## src/rtl/acc_host_sequencer.sv

```systemverilog
// -----------------------------------------------------------------------------
// acc_host_sequencer
// Host-side initiator for the accelerator datapath register block. Packs a
// stream of BUS_WIDTH beats into one IN_WIDTH word, writes it, pulses START,
// waits for DONE (or a timeout), returns the result over valid/ready and then
// clears the block with a STOP pulse.
//
// Ports
//   clk, rst_n        clock (rising edge), asynchronous active-low reset
//   s_valid/s_ready   host beat handshake, s_data = beat payload
//   abort             synchronous abort request, highest priority
//   ctrl_wr_en        control register write strobe
//   ctrl_start_wr     START value written (0 whenever ctrl_wr_en=0)
//   ctrl_stop_wr      STOP value written  (0 whenever ctrl_wr_en=0)
//   in_data_wr_en     input data register write strobe
//   in_data_wr        packed input word (driven straight from the shadow)
//   acc_busy          BUSY status, observed only
//   acc_done          DONE status
//   acc_out_data      captured result register
//   m_valid/m_ready   result handshake, m_data = result, m_timeout = qualifier
//   seq_busy          high unless idle in LOAD with no partial beats
// -----------------------------------------------------------------------------
module acc_host_sequencer #(
    parameter int IN_WIDTH       = 1024,
    parameter int OUT_WIDTH      = 4,
    parameter int BUS_WIDTH      = 32,
    parameter int TIMEOUT_CYCLES = 4096
) (
    input  logic                 clk,
    input  logic                 rst_n,
    input  logic                 s_valid,
    output logic                 s_ready,
    input  logic [BUS_WIDTH-1:0] s_data,
    input  logic                 abort,
    output logic                 ctrl_wr_en,
    output logic                 ctrl_start_wr,
    output logic                 ctrl_stop_wr,
    output logic                 in_data_wr_en,
    output logic [IN_WIDTH-1:0]  in_data_wr,
    input  logic                 acc_busy,
    input  logic                 acc_done,
    input  logic [OUT_WIDTH-1:0] acc_out_data,
    output logic                 m_valid,
    input  logic                 m_ready,
    output logic [OUT_WIDTH-1:0] m_data,
    output logic                 m_timeout,
    output logic                 seq_busy
);

    localparam int NBEATS = IN_WIDTH / BUS_WIDTH;
    localparam int CNT_W  = (NBEATS > 1) ? $clog2(NBEATS) : 1;
    localparam int TO_W   = $clog2(TIMEOUT_CYCLES);
    localparam logic [CNT_W-1:0] LAST_BEAT = CNT_W'(NBEATS - 1);
    localparam logic [TO_W-1:0]  TO_LAST   = TO_W'(TIMEOUT_CYCLES - 1);

    typedef enum logic [2:0] {
        ST_LOAD      = 3'd0,
        ST_WRITE     = 3'd1,
        ST_START_SET = 3'd2,
        ST_START_CLR = 3'd3,
        ST_WAIT      = 3'd4,
        ST_RESULT    = 3'd5,
        ST_CLEAR_SET = 3'd6,
        ST_CLEAR_CLR = 3'd7
    } state_t;

    state_t                 state_q, state_d;
    logic [CNT_W-1:0]       beat_cnt_q, beat_cnt_d;
    logic [IN_WIDTH-1:0]    shadow_q, shadow_d;
    logic [TO_W-1:0]        to_cnt_q, to_cnt_d;
    logic [OUT_WIDTH-1:0]   m_data_q, m_data_d;
    logic                   m_timeout_q, m_timeout_d;
    logic                   m_valid_q, m_valid_d;
    logic                   ctrl_wr_en_q, ctrl_wr_en_d;
    logic                   ctrl_start_wr_q, ctrl_start_wr_d;
    logic                   ctrl_stop_wr_q, ctrl_stop_wr_d;
    logic                   in_data_wr_en_q, in_data_wr_en_d;
    logic                   seq_busy_q, seq_busy_d;
    logic                   s_ready_s;
    logic                   unused_s;

    // BUSY is informational only; the sequence is driven by DONE.
    assign unused_s = acc_busy;

    // Ready must drop in the same cycle abort is raised, so it is decoded
    // combinationally from the state register.
    assign s_ready_s = (state_q == ST_LOAD) && !abort;

    // Next-state, datapath and registered-output decode.
    always_comb begin
        state_d     = state_q;
        beat_cnt_d  = beat_cnt_q;
        shadow_d    = shadow_q;
        to_cnt_d    = to_cnt_q;
        m_data_d    = m_data_q;
        m_timeout_d = m_timeout_q;

        case (state_q)
            ST_LOAD: begin
                if (abort) begin
                    if (beat_cnt_q != {CNT_W{1'b0}}) begin
                        // Partial word is discarded so no stale beat survives.
                        beat_cnt_d = {CNT_W{1'b0}};
                        shadow_d   = {IN_WIDTH{1'b0}};
                        state_d    = ST_CLEAR_SET;
                    end else begin
                        state_d = ST_LOAD;
                    end
                end else if (s_valid && s_ready_s) begin
                    for (int k = 0; k < NBEATS; k++) begin
                        if (beat_cnt_q == CNT_W'(k)) begin
                            shadow_d[k*BUS_WIDTH +: BUS_WIDTH] = s_data;
                        end else begin
                            shadow_d[k*BUS_WIDTH +: BUS_WIDTH] = shadow_q[k*BUS_WIDTH +: BUS_WIDTH];
                        end
                    end
                    if (beat_cnt_q == LAST_BEAT) begin
                        beat_cnt_d = {CNT_W{1'b0}};
                        state_d    = ST_WRITE;
                    end else begin
                        beat_cnt_d = beat_cnt_q + CNT_W'(1'b1);
                    end
                end else begin
                    state_d = ST_LOAD;
                end
            end
            ST_WRITE:     state_d = abort ? ST_CLEAR_SET : ST_START_SET;
            ST_START_SET: state_d = abort ? ST_CLEAR_SET : ST_START_CLR;
            ST_START_CLR: begin
                if (abort) begin
                    state_d = ST_CLEAR_SET;
                end else begin
                    state_d  = ST_WAIT;
                    to_cnt_d = {TO_W{1'b0}};
                end
            end
            ST_WAIT: begin
                if (abort) begin
                    state_d = ST_CLEAR_SET;
                end else if (acc_done) begin
                    // DONE wins over a coinciding final timeout count.
                    m_data_d    = acc_out_data;
                    m_timeout_d = 1'b0;
                    state_d     = ST_RESULT;
                end else if (to_cnt_q == TO_LAST) begin
                    m_data_d    = {OUT_WIDTH{1'b0}};
                    m_timeout_d = 1'b1;
                    state_d     = ST_RESULT;
                end else begin
                    to_cnt_d = to_cnt_q + TO_W'(1'b1);
                end
            end
            ST_RESULT: begin
                if (abort || m_ready) begin
                    state_d = ST_CLEAR_SET;
                end else begin
                    state_d = ST_RESULT;
                end
            end
            // Abort is ignored while clearing: STOP must always be followed by
            // its release write, otherwise the next DONE would be masked.
            ST_CLEAR_SET: state_d = ST_CLEAR_CLR;
            ST_CLEAR_CLR: state_d = ST_LOAD;
            default:      state_d = ST_LOAD;
        endcase

        // Outputs are registered: decode from the state being entered.
        in_data_wr_en_d = (state_d == ST_WRITE);
        ctrl_start_wr_d = (state_d == ST_START_SET);
        ctrl_stop_wr_d  = (state_d == ST_CLEAR_SET);
        ctrl_wr_en_d    = (state_d == ST_START_SET) || (state_d == ST_START_CLR) ||
                          (state_d == ST_CLEAR_SET) || (state_d == ST_CLEAR_CLR);
        m_valid_d       = (state_d == ST_RESULT);
        seq_busy_d      = !((state_d == ST_LOAD) && (beat_cnt_d == {CNT_W{1'b0}}));
    end

    // State, datapath and output registers with asynchronous reset.
    always_ff @(posedge clk or negedge rst_n) begin
        if (!rst_n) begin
            state_q         <= ST_LOAD;
            beat_cnt_q      <= {CNT_W{1'b0}};
            shadow_q        <= {IN_WIDTH{1'b0}};
            to_cnt_q        <= {TO_W{1'b0}};
            m_data_q        <= {OUT_WIDTH{1'b0}};
            m_timeout_q     <= 1'b0;
            m_valid_q       <= 1'b0;
            ctrl_wr_en_q    <= 1'b0;
            ctrl_start_wr_q <= 1'b0;
            ctrl_stop_wr_q  <= 1'b0;
            in_data_wr_en_q <= 1'b0;
            seq_busy_q      <= 1'b0;
        end else begin
            state_q         <= state_d;
            beat_cnt_q      <= beat_cnt_d;
            shadow_q        <= shadow_d;
            to_cnt_q        <= to_cnt_d;
            m_data_q        <= m_data_d;
            m_timeout_q     <= m_timeout_d;
            m_valid_q       <= m_valid_d;
            ctrl_wr_en_q    <= ctrl_wr_en_d;
            ctrl_start_wr_q <= ctrl_start_wr_d;
            ctrl_stop_wr_q  <= ctrl_stop_wr_d;
            in_data_wr_en_q <= in_data_wr_en_d;
            seq_busy_q      <= seq_busy_d;
        end
    end

    assign s_ready       = s_ready_s;
    assign ctrl_wr_en    = ctrl_wr_en_q;
    assign ctrl_start_wr = ctrl_start_wr_q;
    assign ctrl_stop_wr  = ctrl_stop_wr_q;
    assign in_data_wr_en = in_data_wr_en_q;
    assign in_data_wr    = shadow_q;
    assign m_valid       = m_valid_q;
    assign m_data        = m_data_q;
    assign m_timeout     = m_timeout_q;
    assign seq_busy      = seq_busy_q;

endmodule
```

## config.mk

```make
export PLATFORM = sky130hd
export DESIGN_NAME = acc_host_sequencer
export DESIGN_NICKNAME = d
export VERILOG_FILES = /design/src/rtl/acc_host_sequencer.sv
export SDC_FILE = /design/constraint.sdc
export NUM_CORES = 2
export LEC_CHECK = 0
export ABC_CLOCK_PERIOD_IN_PS = 3420
export CELL_PAD_IN_SITES_DETAIL_PLACEMENT = 1
export CELL_PAD_IN_SITES_GLOBAL_PLACEMENT = 1
export CORE_AREA = 2 2 419 421
export CTS_BUF_LIST = sky130_fd_sc_hd__clkbuf_8
export DETAILED_ROUTE_END_ITERATION = 10
export DIE_AREA = 0 0 421 423
export HOLD_SLACK_MARGIN = 0.05
export PLACE_DENSITY_LB_ADDON = 0.1
export SLEW_MARGIN = 25
export SYNTH_ARGS = -nofsm -noshare
export SYNTH_HDL_FRONTEND = slang
export SYNTH_SLANG_ARGS = --single-unit
```

## constraint.sdc

```tcl
create_clock -name clk -period 3.42 [get_ports clk]
set_clock_uncertainty 0.1 [all_clocks]
set_input_delay 0.513 -clock clk [delete_from_list [all_inputs] [get_ports clk]]
set_output_delay 0.513 -clock clk [all_outputs]
set_load 0.005 [all_outputs]
```

After elaboration in Yosys (flattened, before gate mapping)
Index checks and enable logic that the tools add are counted.
Cells by class
  add/sub/neg operators: 2
  eq/ne operators: 50
  multiplexer cells: 61
  bitwise gates (word level): 1
  reductions and logical operators: 83
Operators with widths (number)
  1024-bit 2-to-1 mux: 3
  32-bit 2-to-1 mux: 32
  4-bit AND reduction: 32
  5-bit equality test (second input constant): 16
  2-bit nonzero test: 35
  12-bit 2-to-1 mux: 4
  5-bit by 4-bit equality test with 1-bit output (second input constant): 8
  3-bit 2-to-1 mux: 9
  5-bit 2-to-1 mux: 5
  12-bit case mux with 2 select lines: 1
  3-bit case mux with 8 select lines: 1
  3-bit equality test (second input constant): 7
  5-bit by 3-bit equality test with 1-bit output (second input constant): 4
  12-bit by 1-bit adder with 12-bit output (second input constant): 1
  12-bit equality test (second input constant): 1
  3-bit by 2-bit equality test with 1-bit output (second input constant): 4
  5-bit by 2-bit equality test with 1-bit output (second input constant): 2
  5-bit zero test: 2
  4-bit 2-to-1 mux: 2
  2-bit inequality test (second input constant): 4
  3-bit by 1-bit equality test with 1-bit output (second input constant): 2
  3-bit zero test: 2
  5-bit by 1-bit adder with 5-bit output (second input constant): 1
  5-bit by 1-bit equality test with 1-bit output (second input constant): 1
  10 further kinds: 18
Word-level totals
  flip-flop bits (word level): 1055
  logic and storage cells: 240

Longest topological paths before layout
  depth in word-level cells: 10
  mapped depth: 10

Least setup slack after synthesis
No wires, ideal clock.
  kind: register -> register
  start point: register beat_cnt_q[2]
  end point: register seq_busy_q, in the netlist seq_busy
  data arrival time: 2613 ps
  required time: 3181 ps
  slack: 569 ps
  stages on the path, launching flop included: 10
  path buffers: 2
  cell sequence: dfrtp_1 clkbuf_1 clkbuf_1 and3_1 ha_1 nor2b_1 a32o_1 a21o_1 or4b_1 or4_1
Between the ends
  longest elaborated chain between the ends: 8
  elaborated cells between the ends (all ways): 17
  those cells by class: add/sub: 1; eq/ne: 1; mux: 10; reduce/logical: 5
Ends and longest elaborated chain
  from (decl): line 68  | logic [CNT_W-1:0] beat_cnt_q, beat_cnt_d;
  from (signal assigned): line 181  | beat_cnt_q <= {CNT_W{1'b0}};
  from (signal assigned): line 194  | beat_cnt_q <= beat_cnt_d;
  5-bit equality test: line 117  | if (beat_cnt_q == LAST_BEAT) begin
  5-bit 2-to-1 mux: line 117
  5-bit 2-to-1 mux: line 109  | end else if (s_valid && s_ready_s) begin
  5-bit 2-to-1 mux *: line 100  | if (abort) begin
  5-bit 2-to-1 mux *: line 98  | case (state_q)
  net beat_cnt_d[0]: line 68
  5-bit zero test *: line 174  | seq_busy_d = !((state_d == ST_LOAD) && (beat_cnt_d == {CNT_W{1'b0}}));
  1-bit logical AND *: line 174
  1-bit zero test *: line 174
  net seq_busy_d: line 78  | logic seq_busy_q, seq_busy_d;
  to (signal assigned): line 204  | seq_busy_q <= seq_busy_d;
  to (decl): line 78
Mark *: on every way through the listed nets, which the timed path passes. The rest lies on a longest branch.
A chain may end at the register's enable or synchronous reset.

Worst setup path after layout
  start point: register state_q[2]
  end point: output port s_ready
Between the ends
  longest elaborated chain between the ends: 2
Ends and longest elaborated chain
  from (decl): line 67  | state_t state_q, state_d;
  from (signal assigned): line 193  | state_q <= state_d;
  3-bit zero test: line 87  | assign s_ready_s = (state_q == ST_LOAD) && !abort;
  1-bit logical AND: line 87
  to (decl): line 32  | output logic s_ready,
No other way between the ends.

==> results by group <==
Floorplan
  • Row count: 153
  • IO Count: 1,079
  • DIE HEIGHT: 423 um
  • Die area: 0.178 mm^2
  • Die width: 421 um
  • Core area: 0.173 mm^2
  • Starting Density: 22.3%

Synth
  • Synth area leaders: dfrtp_1, o21ai_0, nand2_1
  • Synth cell count leaders: dfrtp_1, nand2_1, o21ai_0
  • Syn nets: 3,662
  • Syn_area_per_cell: 10.7 um^2
  • Ys async rst share: 100%
  • Synthesis Warnings: 0
  • Sequential area share after synthesis: 68.4%
  • Area share of the largest cell type after synthesis: 68.4%
  • EDFF count, synth: 0
  • Most instantiated library cell after synthesis: dfrtp_1
  • Top_reg_cell synth: dfrtp_1
  • Synth cell types: 58
  • Post-synth top area cell: dfrtp_1
  • Mapped Cells: 3,612
  • Register bit total from synthesis: 1,055
  • Post-Syn Area: 0.0386 mm^2

Placed design
  • Post-Place Setup Slack: 0.246 ns
  • Routability congestion estimate: 0.788
  • I/O Buffers: 1,077
  • HPWL after DPL: 135,000 um

Clocking
  • TritonCTS clock tree: done
  • Clock Tree Root: clkbuf_8
  • Max clock buf depth: 3
  • CTS sink count: 1,055
  • Worst-skew pair later-pin latency: 0.93 ns
  • # H-tree levels: 4
  • Worst-path clk slew: 0.06 ns
  • Num CTS Buffers: 199

Timing
  • Fin. max-slew vios: 0
  • Minimum clock period: 3.17 ns
  • TNS Setup: 0 ns
  • Slew headroom: 35.6%
  • Final worst setup slack: 0.255 ns
  • Worst-margin pin slew: 0.956 ns
  • Final Cycle Share: 92.6%
  • RSZ-0062 raised after global routing: no
  • Setup violations, final: 0
  • Hold Vio Cnt, Final: 0
  • Max Clock Freq: 316 MHz
  • Hold WS: 0.247 ns

Route
  • DR WL met2: 99,600 um
  • Uppermost layer routed: met4
  • First-pass DRT Iterations: 5
  • Vias: 31,000
  • Antenna Nets Post-Route: 0
  • Metal-1 WL: 77,100 um
  • WL final: 196,000 um
  • Initial DRC count: 1,503
  • WL/cell: 27.3 um
  • DRC violations left: 0
  • Routed wl met3: 11,600 um
  • Vias per inst: 4.31

GRT
  • Vias in the first global route: 32,300
  • GR Util All Layers: 21.8%
  • Initial antenna violation count: 29
  • First-pass GRT wire length: 272,000 um
  • Largest net degree at the start of global routing: 67
  • Grt total ovfl: 0

Pwr
  • Total power: 48.5 mW
  • Worst VDD drop: 0.430 mV
  • LEAKAGE: 24.9 nW
  • Pwr dens: 855 mW/mm^2

Critical path
  • CP required: 2.81 ns
  • Bufs and invs on worst path: 1
  • CP max stage cell: clkdlybuf4s50_1
  • Critical path class: flop to primary output
  • Slowest stage delay, CP: 0.62 ns
  • CP arrival: 2.55 ns
  • Critical Path Start Type: flop
  • CP Max Fanout: 7
  • Worst Setup End Kind: primary output
  • CP cell instances: or3_4 > nor2_1 > clkdlybuf4s50_1
  • Worst path top cell family by delay: buffers and inverters

Final layout
  • Fillers: 19,400
  • Area grow syn2layout: 47.0%
  • Net count reported at finish: 4,775
  • Layout cells sized above 1: 10.4%
  • Final Util: 32.8%

Worst hold path
  • Hold Path Class: input port to flop

Outcome
  • Outcome: complete, no violations

Run
  • # Max-Cap Violations: 0
==> worst paths after layout <==
path | from | to | slack, ns | depth (start not counted)
max | state_q[2] | s_ready | 0.25 | 3
min | m_ready | m_valid | 0.25 | 4
max reg2reg | beat_cnt_q[0] | in_data_wr[263] | 0.34 | 8
min reg2reg | m_data[1] | m_data[1] | 0.37 | 2
max in group asynchronous | rst_n | in_data_wr[378] | 2.11 | 4
min in group asynchronous | rst_n | in_data_wr[112] | 0.28 | 3
==> logic make-up after synthesis <==
logic type / synth area share (%)
compound gates: 15.0
xor+xnor: 0.182
fa+ha+maj: 0.227
buf+inv: 3.38
flops: 68.4
mux: 1.01
simple gates: 11.8
==> timing repair <==
action | CTS | global route
resized for setup | 1 | 0
hold buffers | 7 | 0
setup endpoints to repair | 1 | 0
endpoints found under the hold margin | 502 | 0
setup buffers | 0 | 0
==> layout make-up <==
cell class	count	area [um^2]	share of cell area (%)
flip-flops and latches	1055	26400	46.5
diodes	13	32.5	0.0573
repair buffers	1225	12500	21.9
inverters	7	26.3	0.0463
well taps	2325	2910	5.13
clock inverters	104	527	0.928
multi-input cells	2237	11200	19.7
clock buffers	234	3220	5.68
==> worst register-to-register path, cell delays in order, from the launching register on <==
cell     delay [ns]
dfrtp_1        0.47
inv_1          0.12
ha_1           0.18
nor4b_4        0.50
nor2_4         0.18
buf_12         0.22
o21ai_4        0.77
buf_12         0.28
o21ai_0        0.13
==> sequential cells by signal, indices dropped and copies added (netlist names) <==
| signal | flops |
|---|---|
| in_data_wr_en | 1 |
| ctrl_start_wr | 1 |
| in_data_wr | 1024 |
| to_cnt_q | 12 |
| beat_cnt_q | 5 |
| ctrl_stop_wr | 1 |
| state_q | 3 |
| m_timeout | 1 |
| m_valid | 1 |
| ctrl_wr_en | 1 |
| seq_busy | 1 |
| m_data | 4 |
==> placed cells by master (no fill, tap or decap), types with 5 or more instances in the layout <==
cell / instances
nor2_1: 26
ha_1: 7
nor3_1: 9
and2_1: 16
nor2b_1: 33
clkdlybuf4s50_1: 1075
inv_8: 5
inv_1: 91
clkinv_2: 7
nand2_2: 33
clkbuf_8: 234
buf_4: 99
a21oi_1: 6
diode_2: 13
o21ai_1: 75
mux2_2: 33
nand3_1: 12
xnor2_1: 5
dfrtp_1: 1055
buf_12: 42
nand2_1: 958
a22o_1: 65
o21ai_4: 29
o21ai_0: 863
dlygate4sd3_1: 6
==> layer usage <==
metal,vias up,track usage [%]
met5,-,0
met4,0,9.13
met3,288,5.75
met2,900,38.4
met1,15500,24.9
li1,14300,-
==> power breakdown <==
part / switching (mW) / internal [mW] / total, mW / leakage, nW
registers: 2.40 / 16.8 / 19.2 / 13.9
clock network: 5.70 / 6.30 / 12.0 / 2.24
logic: 8.11 / 9.17 / 17.3 / 8.77
==> through the flow <==
| stage | instance area (um^2) | instances |
|---|---|---|
| after floorplan | 38600 | 3612 |
| after global placement | 52900 | 6841 |
| after detailed placement | 52900 | 6841 |
| after CTS | 56700 | 7186 |
| after global routing | 56700 | 7191 |
| final | 56700 | 7200 |
(Power assumes the default switching activity.)
